## config.mk

```make
export PLATFORM = sky130hd
export DESIGN_NAME = dispatch_queue
export DESIGN_NICKNAME = d
export VERILOG_FILES = /design/src/rtl/dispatch_queue.sv
export SDC_FILE = /design/constraint.sdc
export NUM_CORES = 1
export LEC_CHECK = 0
export BUFFER_PORTS_ARGS = -buffer_cell sky130_fd_sc_hd__buf_2
export CAP_MARGIN = 30
export CELL_PAD_IN_SITES_DETAIL_PLACEMENT = 2
export CELL_PAD_IN_SITES_GLOBAL_PLACEMENT = 2
export CORE_UTILIZATION = 35
export CTS_BUF_LIST = sky130_fd_sc_hd__clkbuf_4 sky130_fd_sc_hd__clkbuf_8
export DETAILED_ROUTE_END_ITERATION = 8
export MAX_ROUTING_LAYER = met4
export PLACE_DENSITY_LB_ADDON = 0.05
export SLEW_MARGIN = 20
export SYNTH_ARGS = -nofsm -noshare
export SYNTH_HDL_FRONTEND = slang
export SYNTH_SLANG_ARGS = --single-unit
export TNS_END_PERCENT = 50
```

## constraint.sdc

```tcl
create_clock -name Sys_clk -period 3.7 [get_ports Sys_clk]
set_input_delay 0.555 -clock Sys_clk [delete_from_list [all_inputs] [get_ports Sys_clk]]
set_output_delay 0.555 -clock Sys_clk [all_outputs]
set_load 0.05 [all_outputs]
```

## src/rtl/dispatch_queue.sv

```systemverilog
// Decoder-to-backend dispatch FIFO: one registered dispatch per cycle, one cycle after the push edge at the earliest.
// A full RS/LSB/RoB stalls the head in place; a full queue deasserts DPDC_ready; a mispredict empties everything.
module dispatch_queue #(
   parameter int ADDR_WIDTH  = 32,
   parameter int REG_WIDTH   = 5,
   parameter int RoB_WIDTH   = 4,
   parameter int DEPTH_WIDTH = 2,
   parameter int CDB_PORTS   = 2
) (
   input  logic                          Sys_clk,
   input  logic                          Sys_rst_n,
   input  logic                          Sys_rdy,
   input  logic                          DCDP_valid,
   output logic                          DPDC_ready,
   input  logic [ADDR_WIDTH-1:0]         DCDP_pc,
   input  logic [6:0]                    DCDP_opcode,
   input  logic [REG_WIDTH-1:0]          DCDP_rs1,
   input  logic [REG_WIDTH-1:0]          DCDP_rs2,
   input  logic [REG_WIDTH-1:0]          DCDP_rd,
   input  logic [31:0]                   DCDP_imm,
   input  logic                          DCDP_predict_result,
   output logic [REG_WIDTH:0]            DPRF_rs1,
   output logic [REG_WIDTH:0]            DPRF_rs2,
   input  logic [RoB_WIDTH:0]            RFDP_Qj,
   input  logic [RoB_WIDTH:0]            RFDP_Qk,
   input  logic [31:0]                   RFDP_Vj,
   input  logic [31:0]                   RFDP_Vk,
   output logic                          DPRF_en,
   output logic [REG_WIDTH:0]            DPRF_rd,
   output logic [RoB_WIDTH-1:0]          DPRF_RoB_index,
   input  logic                          RSDP_full,
   input  logic                          LSBDP_full,
   input  logic                          RoBDP_full,
   output logic                          DPRS_en,
   output logic                          DPLSB_en,
   output logic [ADDR_WIDTH-1:0]         DPEX_pc,
   output logic [6:0]                    DPEX_opcode,
   output logic [31:0]                   DPEX_imm,
   output logic [RoB_WIDTH:0]            DPEX_Qj,
   output logic [RoB_WIDTH:0]            DPEX_Qk,
   output logic [31:0]                   DPEX_Vj,
   output logic [31:0]                   DPEX_Vk,
   output logic [RoB_WIDTH-1:0]          DPEX_RoB_index,
   input  logic [RoB_WIDTH-1:0]          RoBDP_RoB_index,
   input  logic                          RoBDP_pre_judge,
   output logic [RoB_WIDTH:0]            DPRoB_Qj,
   output logic [RoB_WIDTH:0]            DPRoB_Qk,
   input  logic                          RoBDP_Qj_ready,
   input  logic                          RoBDP_Qk_ready,
   input  logic [31:0]                   RoBDP_Vj,
   input  logic [31:0]                   RoBDP_Vk,
   output logic                          DPRoB_en,
   output logic [ADDR_WIDTH-1:0]         DPRoB_pc,
   output logic [6:0]                    DPRoB_opcode,
   output logic                          DPRoB_predict_result,
   output logic [REG_WIDTH:0]            DPRoB_rd,
   input  logic [CDB_PORTS-1:0]          CDB_en,
   input  logic [CDB_PORTS*RoB_WIDTH-1:0] CDB_index,
   input  logic [CDB_PORTS*32-1:0]       CDB_value
);
   localparam int DEPTH = 1 << DEPTH_WIDTH;
   localparam logic [REG_WIDTH:0]     NON_REG = {1'b1, {REG_WIDTH{1'b0}}};
   localparam logic [RoB_WIDTH:0]     NON_DEP = {1'b1, {RoB_WIDTH{1'b0}}};
   localparam logic [DEPTH_WIDTH:0]   CNT_FULL = {1'b1, {DEPTH_WIDTH{1'b0}}};
   localparam logic [DEPTH_WIDTH:0]   CNT_ONE = 1;
   localparam logic [DEPTH_WIDTH-1:0] PTR_ONE = 1;

   typedef struct packed {
      logic [ADDR_WIDTH-1:0] pc;
      logic [6:0]            opcode;
      logic [REG_WIDTH-1:0]  rs1;
      logic [REG_WIDTH-1:0]  rs2;
      logic [REG_WIDTH-1:0]  rd;
      logic [31:0]           imm;
      logic                  predict_result;
   } entry_t;

   entry_t                 mem [DEPTH];
   entry_t                 hd;
   logic [DEPTH_WIDTH-1:0] head, tail;
   logic [DEPTH_WIDTH:0]   count;
   logic                   not_empty, is_ls, push, fire;
   logic [RoB_WIDTH:0]     qj, qk;
   logic [31:0]            vj, vk;

   function automatic logic in_range(input logic [6:0] op, input logic [6:0] lo, input logic [6:0] hi);
      return (op >= lo) && (op <= hi);
   endfunction

   assign hd        = mem[head];
   assign not_empty = (count != '0);
   assign is_ls     = in_range(hd.opcode, 7'd11, 7'd18);
   assign DPDC_ready = (count < CNT_FULL) & RoBDP_pre_judge & Sys_rdy;
   assign push      = DCDP_valid & DPDC_ready;
   assign fire      = Sys_rdy & RoBDP_pre_judge & not_empty & ~RoBDP_full &
                      (is_ls ? ~LSBDP_full : ~RSDP_full);

   assign DPRF_rs1 = (!not_empty || in_range(hd.opcode, 7'd1, 7'd3)) ? NON_REG : {1'b0, hd.rs1};
   assign DPRF_rs2 = (!not_empty || in_range(hd.opcode, 7'd1, 7'd4) || in_range(hd.opcode, 7'd11, 7'd15) ||
                      in_range(hd.opcode, 7'd19, 7'd27)) ? NON_REG : {1'b0, hd.rs2};
   assign DPRoB_Qj = RFDP_Qj;
   assign DPRoB_Qk = RFDP_Qk;

   // RoB result beats CDB; among CDB channels the lowest index wins.
   always_comb begin
      logic hit_j, hit_k;
      qj = RFDP_Qj;
      qk = RFDP_Qk;
      vj = RFDP_Vj;
      vk = RFDP_Vk;
      hit_j = 1'b0;
      hit_k = 1'b0;
      if (RFDP_Qj != NON_DEP && RoBDP_Qj_ready) begin
         qj = NON_DEP;
         vj = RoBDP_Vj;
      end else if (RFDP_Qj != NON_DEP) begin
         for (int i = 0; i < CDB_PORTS; i++) begin
            if (!hit_j && CDB_en[i] && RFDP_Qj == {1'b0, CDB_index[i*RoB_WIDTH +: RoB_WIDTH]}) begin
               hit_j = 1'b1;
               qj = NON_DEP;
               vj = CDB_value[i*32 +: 32];
            end
         end
      end
      if (RFDP_Qk != NON_DEP && RoBDP_Qk_ready) begin
         qk = NON_DEP;
         vk = RoBDP_Vk;
      end else if (RFDP_Qk != NON_DEP) begin
         for (int i = 0; i < CDB_PORTS; i++) begin
            if (!hit_k && CDB_en[i] && RFDP_Qk == {1'b0, CDB_index[i*RoB_WIDTH +: RoB_WIDTH]}) begin
               hit_k = 1'b1;
               qk = NON_DEP;
               vk = CDB_value[i*32 +: 32];
            end
         end
      end
   end

   always_ff @(posedge Sys_clk) begin
      if (push) begin
         mem[tail] <= '{pc: DCDP_pc, opcode: DCDP_opcode, rs1: DCDP_rs1, rs2: DCDP_rs2,
                        rd: DCDP_rd, imm: DCDP_imm, predict_result: DCDP_predict_result};
      end
   end

   always_ff @(posedge Sys_clk or negedge Sys_rst_n) begin
      if (!Sys_rst_n) begin
         head <= '0;
         tail <= '0;
         count <= '0;
         DPRF_en <= 1'b0;
         DPRoB_en <= 1'b0;
         DPRS_en <= 1'b0;
         DPLSB_en <= 1'b0;
         DPEX_pc <= '0;
         DPEX_opcode <= '0;
         DPEX_imm <= '0;
         DPEX_Qj <= NON_DEP;
         DPEX_Qk <= NON_DEP;
         DPEX_Vj <= '0;
         DPEX_Vk <= '0;
         DPEX_RoB_index <= '0;
         DPRF_RoB_index <= '0;
         DPRF_rd <= NON_REG;
         DPRoB_rd <= NON_REG;
         DPRoB_pc <= '0;
         DPRoB_opcode <= '0;
         DPRoB_predict_result <= 1'b0;
      end else if (!RoBDP_pre_judge) begin
         head <= '0;
         tail <= '0;
         count <= '0;
         DPRF_en <= 1'b0;
         DPRoB_en <= 1'b0;
         DPRS_en <= 1'b0;
         DPLSB_en <= 1'b0;
      end else begin
         DPRF_en <= fire;
         DPRoB_en <= fire;
         DPRS_en <= fire & ~is_ls;
         DPLSB_en <= fire & is_ls;
         if (fire) begin
            DPEX_pc <= hd.pc;
            DPEX_opcode <= hd.opcode;
            DPEX_imm <= hd.imm;
            DPEX_Qj <= qj;
            DPEX_Qk <= qk;
            DPEX_Vj <= vj;
            DPEX_Vk <= vk;
            DPEX_RoB_index <= RoBDP_RoB_index;
            DPRF_RoB_index <= RoBDP_RoB_index;
            DPRF_rd <= (in_range(hd.opcode, 7'd5, 7'd10) || in_range(hd.opcode, 7'd16, 7'd18)) ?
                       NON_REG : {1'b0, hd.rd};
            DPRoB_rd <= (in_range(hd.opcode, 7'd5, 7'd10) || in_range(hd.opcode, 7'd16, 7'd18)) ?
                        NON_REG : {1'b0, hd.rd};
            DPRoB_pc <= hd.pc;
            DPRoB_opcode <= hd.opcode;
            DPRoB_predict_result <= hd.predict_result;
            head <= head + PTR_ONE;
         end
         if (push) tail <= tail + PTR_ONE;
         if (push && !fire) count <= count + CNT_ONE;
         else if (!push && fire) count <= count - CNT_ONE;
      end
   end
endmodule
```

# --- Word level (Yosys, flattened, before mapping) ---
# Memories as Yosys holds them, arrays and structs flattened.
# Cells that the tools add are included.
word_totals:
  regBits: 166
  memories: 1
  mem_bits_rw: 348
  input_bits: 313
  output_inout_bits: 232
classes:
  n_bitwise: 13
  order_cmp: 12
  eq_ne: 9
  reduce_logical: 29
  mux: 38
  n_addsub: 4
memory_table:
  columns: ["name", "words", "width", "rd", "rd_ports_with_merged_regs", "write_ports", "line", "source"]
  rows:
  - ["mem", 4, 87, 1, 0, 1, "78", "entry_t mem [DEPTH];"]
ops:
  columns: ["operator", "count"]
  rows:
  - ["2-to-1 mux 32 bit", 8]
  - ["2-to-1 mux 5 bit", 8]
  - ["equality test 5 x 4 -> 1 bit", 4]
  - ["2-to-1 mux 6 bit", 3]
  - ["logical AND 1 bit", 17]
  - ["greater-or-equal comparator 7 x 5 -> 1 bit, second input constant", 2]
  - ["less-or-equal comparator 7 x 4 -> 1 bit, second input constant", 2]
  - ["less-or-equal comparator 7 x 5 -> 1 bit, second input constant", 2]
  - ["2-to-1 mux 1 bit", 12]
  - ["!= test 5 bit, second input constant", 2]
  - ["bitwise AND 1 bit", 9]
  - ["2-to-1 mux 3 bit", 3]
  - ["2-to-1 mux 2 bit", 4]
  - ["greater-or-equal comparator 7 x 1 -> 1 bit, second input constant", 1]
  - ["greater-or-equal comparator 7 x 3 -> 1 bit, second input constant", 1]
  - ["greater-or-equal comparator 7 x 4 -> 1 bit, second input constant", 1]
  - ["less-or-equal comparator 7 x 2 -> 1 bit, second input constant", 1]
  - ["less-or-equal comparator 7 x 3 -> 1 bit, second input constant", 1]
  - ["zero test 1 bit", 5]
  - ["logical OR 1 bit", 5]
  - ["adder 2 x 1 -> 2 bit, second input constant", 2]
  - ["!= test 2 x 1 -> 1 bit, second input constant", 2]
  - ["inverter 1 bit", 4]
  - ["adder 3 x 1 -> 3 bit, second input constant", 1]
  - ["other kinds (5)", 5]

# --- Logic depth before layout (Yosys ltp) ---
logic_depth:
  ltp_word: 11
  ltp_mapped: 13
  mapped_depth_nobuf: 9

# --- Least setup slack after synthesis ---
# No wires, ideal clock.
synth_path:
  path_kind: "input -> register"
  startpoint: "input Sys_rdy"
  endpoint: "memory mem[0][0] in the netlist's numbering, enable pin"
  setup_time_ps: 456
  t_arrival_ps: 3602
  slack_ps: -358
  cell_stages: 3
  n_path_buf: 0
  path_cell_list: "nand2_1 nor2_1 and3_1"
synth_between:
  elab_chain_cells: 4
synth_rtl:
  columns: ["element", "line", "source"]
  rows:
  - ["start, declared", "12", "input logic Sys_rdy,"]
  - ["bitwise AND 1 bit", "93", "assign DPDC_ready = (count < CNT_FULL) & RoBDP_pre_judge & Sys_rdy;"]
  - ["via DPDC_ready", "14", "output logic DPDC_ready,"]
  - ["bitwise AND 1 bit", "94", "assign push = DCDP_valid & DPDC_ready;"]
  - ["2-to-1 mux 1 bit", "140", "if (push) begin"]
  - ["2-to-1 mux 1 bit (implied by the code)", "141", "mem[tail] <= '{pc: DCDP_pc, opcode: DCDP_opcode, rs1: DCDP_rs1, rs2: DCDP_rs2,"]
  - ["end, declared", "78", null]
# The timed path passes the listed nets, and every way through them passes these cells.

# --- Final worst setup path ---
layout_path:
  startpoint: "register head[0]"
  endpoint: "output DPRF_rs2[4]"
layout_between:
  elab_chain_cells: 7
  elab_cells_between_ends: 14
layout_rtl:
  columns: ["element", "line", "source"]
  rows:
  - ["start, declared", "80", "logic [DEPTH_WIDTH-1:0] head, tail;"]
  - ["start signal, assigned", "199", "head <= head + PTR_ONE;"]
  - ["memory read (4 x 87 bit) *", null, null]
  - ["greater-or-equal comparator 7 x 1 -> 1 bit or less-or-equal comparator 7 x 3 -> 1 bit (tied branches)", "87", "return (op >= lo) && (op <= hi);"]
  - ["logical AND 1 bit", "87", null]
  - ["logical OR 1 bit (3 in series)", "99", "assign DPRF_rs2 = (!not_empty || in_range(hd.opcode, 7'd1, 7'd4) || in_range(hd.opcode, 7'd11, 7'd15) ||"]
  - ["2-to-1 mux 6 bit *", "100", "in_range(hd.opcode, 7'd19, 7'd27)) ? NON_REG : {1'b0, hd.rs2};"]
  - ["end, declared", "23", "output logic [REG_WIDTH:0] DPRF_rs2,"]
# Every way passes the cells marked *; elsewhere a longest branch is shown, timed or not.

==> summary.md <==
| Metric | Value |
|---|---|
| Clk sinks | around 510 |
| Yosys top cell area share | a little under half |
| Die width | 255 um |
| FF-to-FF path depth | 12 |
| Mapped Avg Cell Area | about 14 um^2 |
| Crit. path cell count | 8 |
| Die area | between 0.06 and 0.07 mm^2 |
| Synth Flop Type | edfxtp_1 |
| Worst-case vdd ir drop | 0.000541 V |
| Routed Wire Length | ~78 mm |
| Core Region | 0.0631 mm^2 |
| Final worst slack | 0.127 ns |
| Slew @ Worst Pin | 0.911 ns |
| Post-synthesis register bit count | ~510 |
| Initial antenna violation count | 36 |
| Clock transition at path regs | 0.06 ns |
| Ys Warns | 0 |
| First-pass GRT wire length | 113 mm |
| GRT Overall Usage | 24.7% |
| Initial core utilization | 35.4% |
| Htree depth | 3 |
| CP max FO | 6 |
| Status | finished clean |
| Gr ovfl total | 0 |
| Most frequent cells after synthesis | 348 x edfxtp_1, 318 x nand2_1, 163 x dfrtp_1, 107 x nor2_1, 87 x mux4_2 |
| Row count | 92 |
| Final setup viols | 0 |
| Antenna Nets Post-Route | 0 |
| Clk_skew | 0.0311 ns |
| Post-synth EDFFs | 348 |
| Worst Setup SP | head[0]$_DFFE_PN0P_ |
| Critical path cell sequence | buf_6, mux4_2, o21ba_4, xnor2_1, o21ai_1, a21o_2, nor2b_2, buf_6 |
| Critical Path Sink Type | primary output |
| Max Clock Freq | 280 MHz |
| Synth area leaders | edfxtp_1 47%, dfrtp_1 18%, mux4_2 8.8% |
| Worst path slowest cell | mux4_2 |
| Reg-to-reg endpoint | count[2]$_DFFE_PN0P_ |
| Pre-antenna DRT Iters | 5 |
| Seq/Total Area, Yosys | between 60 and 70% |
| Root buf cell | clkbuf_8 |
| Share of layout cells above drive strength 1 | 44.2% |
| Longest Clk Path Bufs | 3 |
| CTS tree | built |
| Worst Path Arrival | 3.02 ns |
| Most used cell, CP | buf_6 |
| Placed Cells | 2840 |
| Die height | 255 um |
| Max Slew Vio Count | 0 |
| Post-route cell area | approximately 0.028 mm^2 |
| CP startpoint kind | flop |
| Hold crit path type | in2reg |
| Leak | 0.0116 uW |
| Post-synthesis cell count | about 1600 |
| Synth cell types | 53 |
| Crit Reg-Reg Startpoint | head[0]$_DFFE_PN0P_ |
| Worst path top cell family by delay | compound AO/OA/AOI/OAI gates |
| Critical path's largest stage delay | 0.56 ns |
| Worst-skew pair later-pin latency | 0.69 ns |
| Final hold vios | 0 |
| Routed wire per std cell | approximately 26 um |
| Period utilisation layout | 96.6% |
| Final GP Congestion | 0.844 |
| DR vias | 15400 |
| Total Nets Final | 2417 |
| R2R setup slack | 0.16 ns |
| Setup CP Type | reg2out |
| Unrepaired setup endpoints after global routing | true |
| Ports | roughly 550 |
| WP buf/inv | 2 |
| Number of port buffers | 544 |
| Area leader, netlist | edfxtp_1 |
| Placed inst area | 0.0257 mm^2 |
| # DRC | 0 |
| Largest net degree at the start of global routing | 105 |
| Non-Filler Instances | roughly 3000 |
| Post-Syn Nets | 1889 |
| Crit path required time | 3.14 ns |
| Vias/cell | 5.05 |
| CTS Buf Count | 93 |
| DPL Wire Length | 53.6 mm |
| Setup_tns | 0 ns |
| Most common cell in the netlist | edfxtp_1 |
| DRT iter0 DRCs | 700 |
| Power Density | 750 mW/mm^2 |
| Synthesized cell area | around 0.022 mm^2 |
| Slew HR | 39.2% |
| Max Cap Viol | 0 |
| Number of global-route vias before repair | roughly 17000 |
| Final hold slack | 0.0692 ns |
| Syn-to-layout area delta | 25.3% |
| Synth async-reset ratio | 32.3% |
| Minimum clock period after layout | roughly 3.6 ns |
| Setup crit end | DPRF_rs2[4] |
| Dpl ws | 0.291 ns |
cells by family after synthesis:
| kind of cell | share of synthesized area (%) |
|---|---|
| AOI/OAI and AO/OA | 7.07 |
| xor gates and xnor gates | 0.785 |
| adders and majority gates | 0.314 |
| buffers and inverters | 4.70 |
| DFF | 65.4 |
| muxes | 10.7 |
| and+or+nand+nor | 11.0 |
state kept, by name, summed over array words and instances, names as in the netlist:
name	flops
DPEX_RoB_index	4
DPEX_Qk	5
DPRoB_en	1
DPLSB_en	1
DPEX_Vj	32
mem	348
tail	2
DPRoB_pc	32
DPRoB_opcode	7
DPEX_Qj	5
DPEX_Vk	32
DPRoB_predict_result	1
DPRoB_rd	6
DPRS_en	1
count	3
head	2
DPEX_imm	32
worst min-delay path by stage:
stage	endpoint	from	cells past startpoint	slack (ns)
after global routing	mem[2][80]$_DFFE_PP_	DCDP_pc[25]	1	0.008
after floorplan	DPEX_Qj[0]$_DFFE_PN0P_	Sys_rst_n	0	0.26
final	mem[1][67]$_DFFE_PP_	DCDP_pc[12]	1	0.07
after detailed placement	DPEX_imm[19]$_DFFE_PN0P_	DPEX_imm[19]$_DFFE_PN0P_	2	0.45
after global placement	DPEX_imm[13]$_DFFE_PN0P_	DPEX_imm[13]$_DFFE_PN0P_	2	0.45
after CTS	mem[0][67]$_DFFE_PP_	DCDP_pc[12]	1	0.0006
layout make-up:
cell class                 instances  area (um^2)
timing repair buffer             598         3300
clock buffer                     147         1790
tap                              846         1060
clock inverter                    27          275
multi-input combinational        877         6810
sequential                       514        14600
fill                            6449        35100
antenna                           28         70.1
inverter                          15         57.6
per-layer routing:
metal  GRT usage, %  routed length [um]
met1           28.0               30500
met2           42.5               40400
met3           6.83                5320
met4           7.24                1900
met5              -                   0
power breakdown:
part / total, uW / switching [uW] / internal [uW]
combinational: 7410 / 5840 / 1570
clock: 5850 / 2480 / 3370
sequential: 7710 / 639 / 7070
total: 21000 / 8960 / 12000
placed cells by master (no fill, tap or decap), types with 29 or more instances in the layout:
cell type	netlist	final
buf_4	80	45
nor2_1	107	105
o21a_1	31	31
clkbuf_4	0	39
o31ai_1	29	29
clkbuf_8	0	110
nor3_1	70	70
o221ai_1	32	32
mux2_2	33	32
buf_2	13	534
mux4_2	87	87
dfrtp_1	163	161
nand3b_1	32	32
nand2_1	318	317
o41ai_2	35	35
edfxtp_1	348	348
through the flow:
stage / util (%) / power (uW)
3_3_place_gp: 40.7 / 15100
6_report: 44.3 / 21000
2_1_floorplan: - / 13300
5_1_grt: 44.3 / 21900
3_5_place_dp: 40.7 / 15300
4_1_cts: 44.0 / 21200
what timing repair did:
action / in CTS / in global routing
buffers inserted: 2 / 7
pin swaps: 0 / 0
setup endpoints to repair: 10 / 12
gates resized for setup: 8 / 23
hold buffers: 1 / 0
endpoints found under the hold margin: 25 / 0
Power figures use the tool's default switching activity.
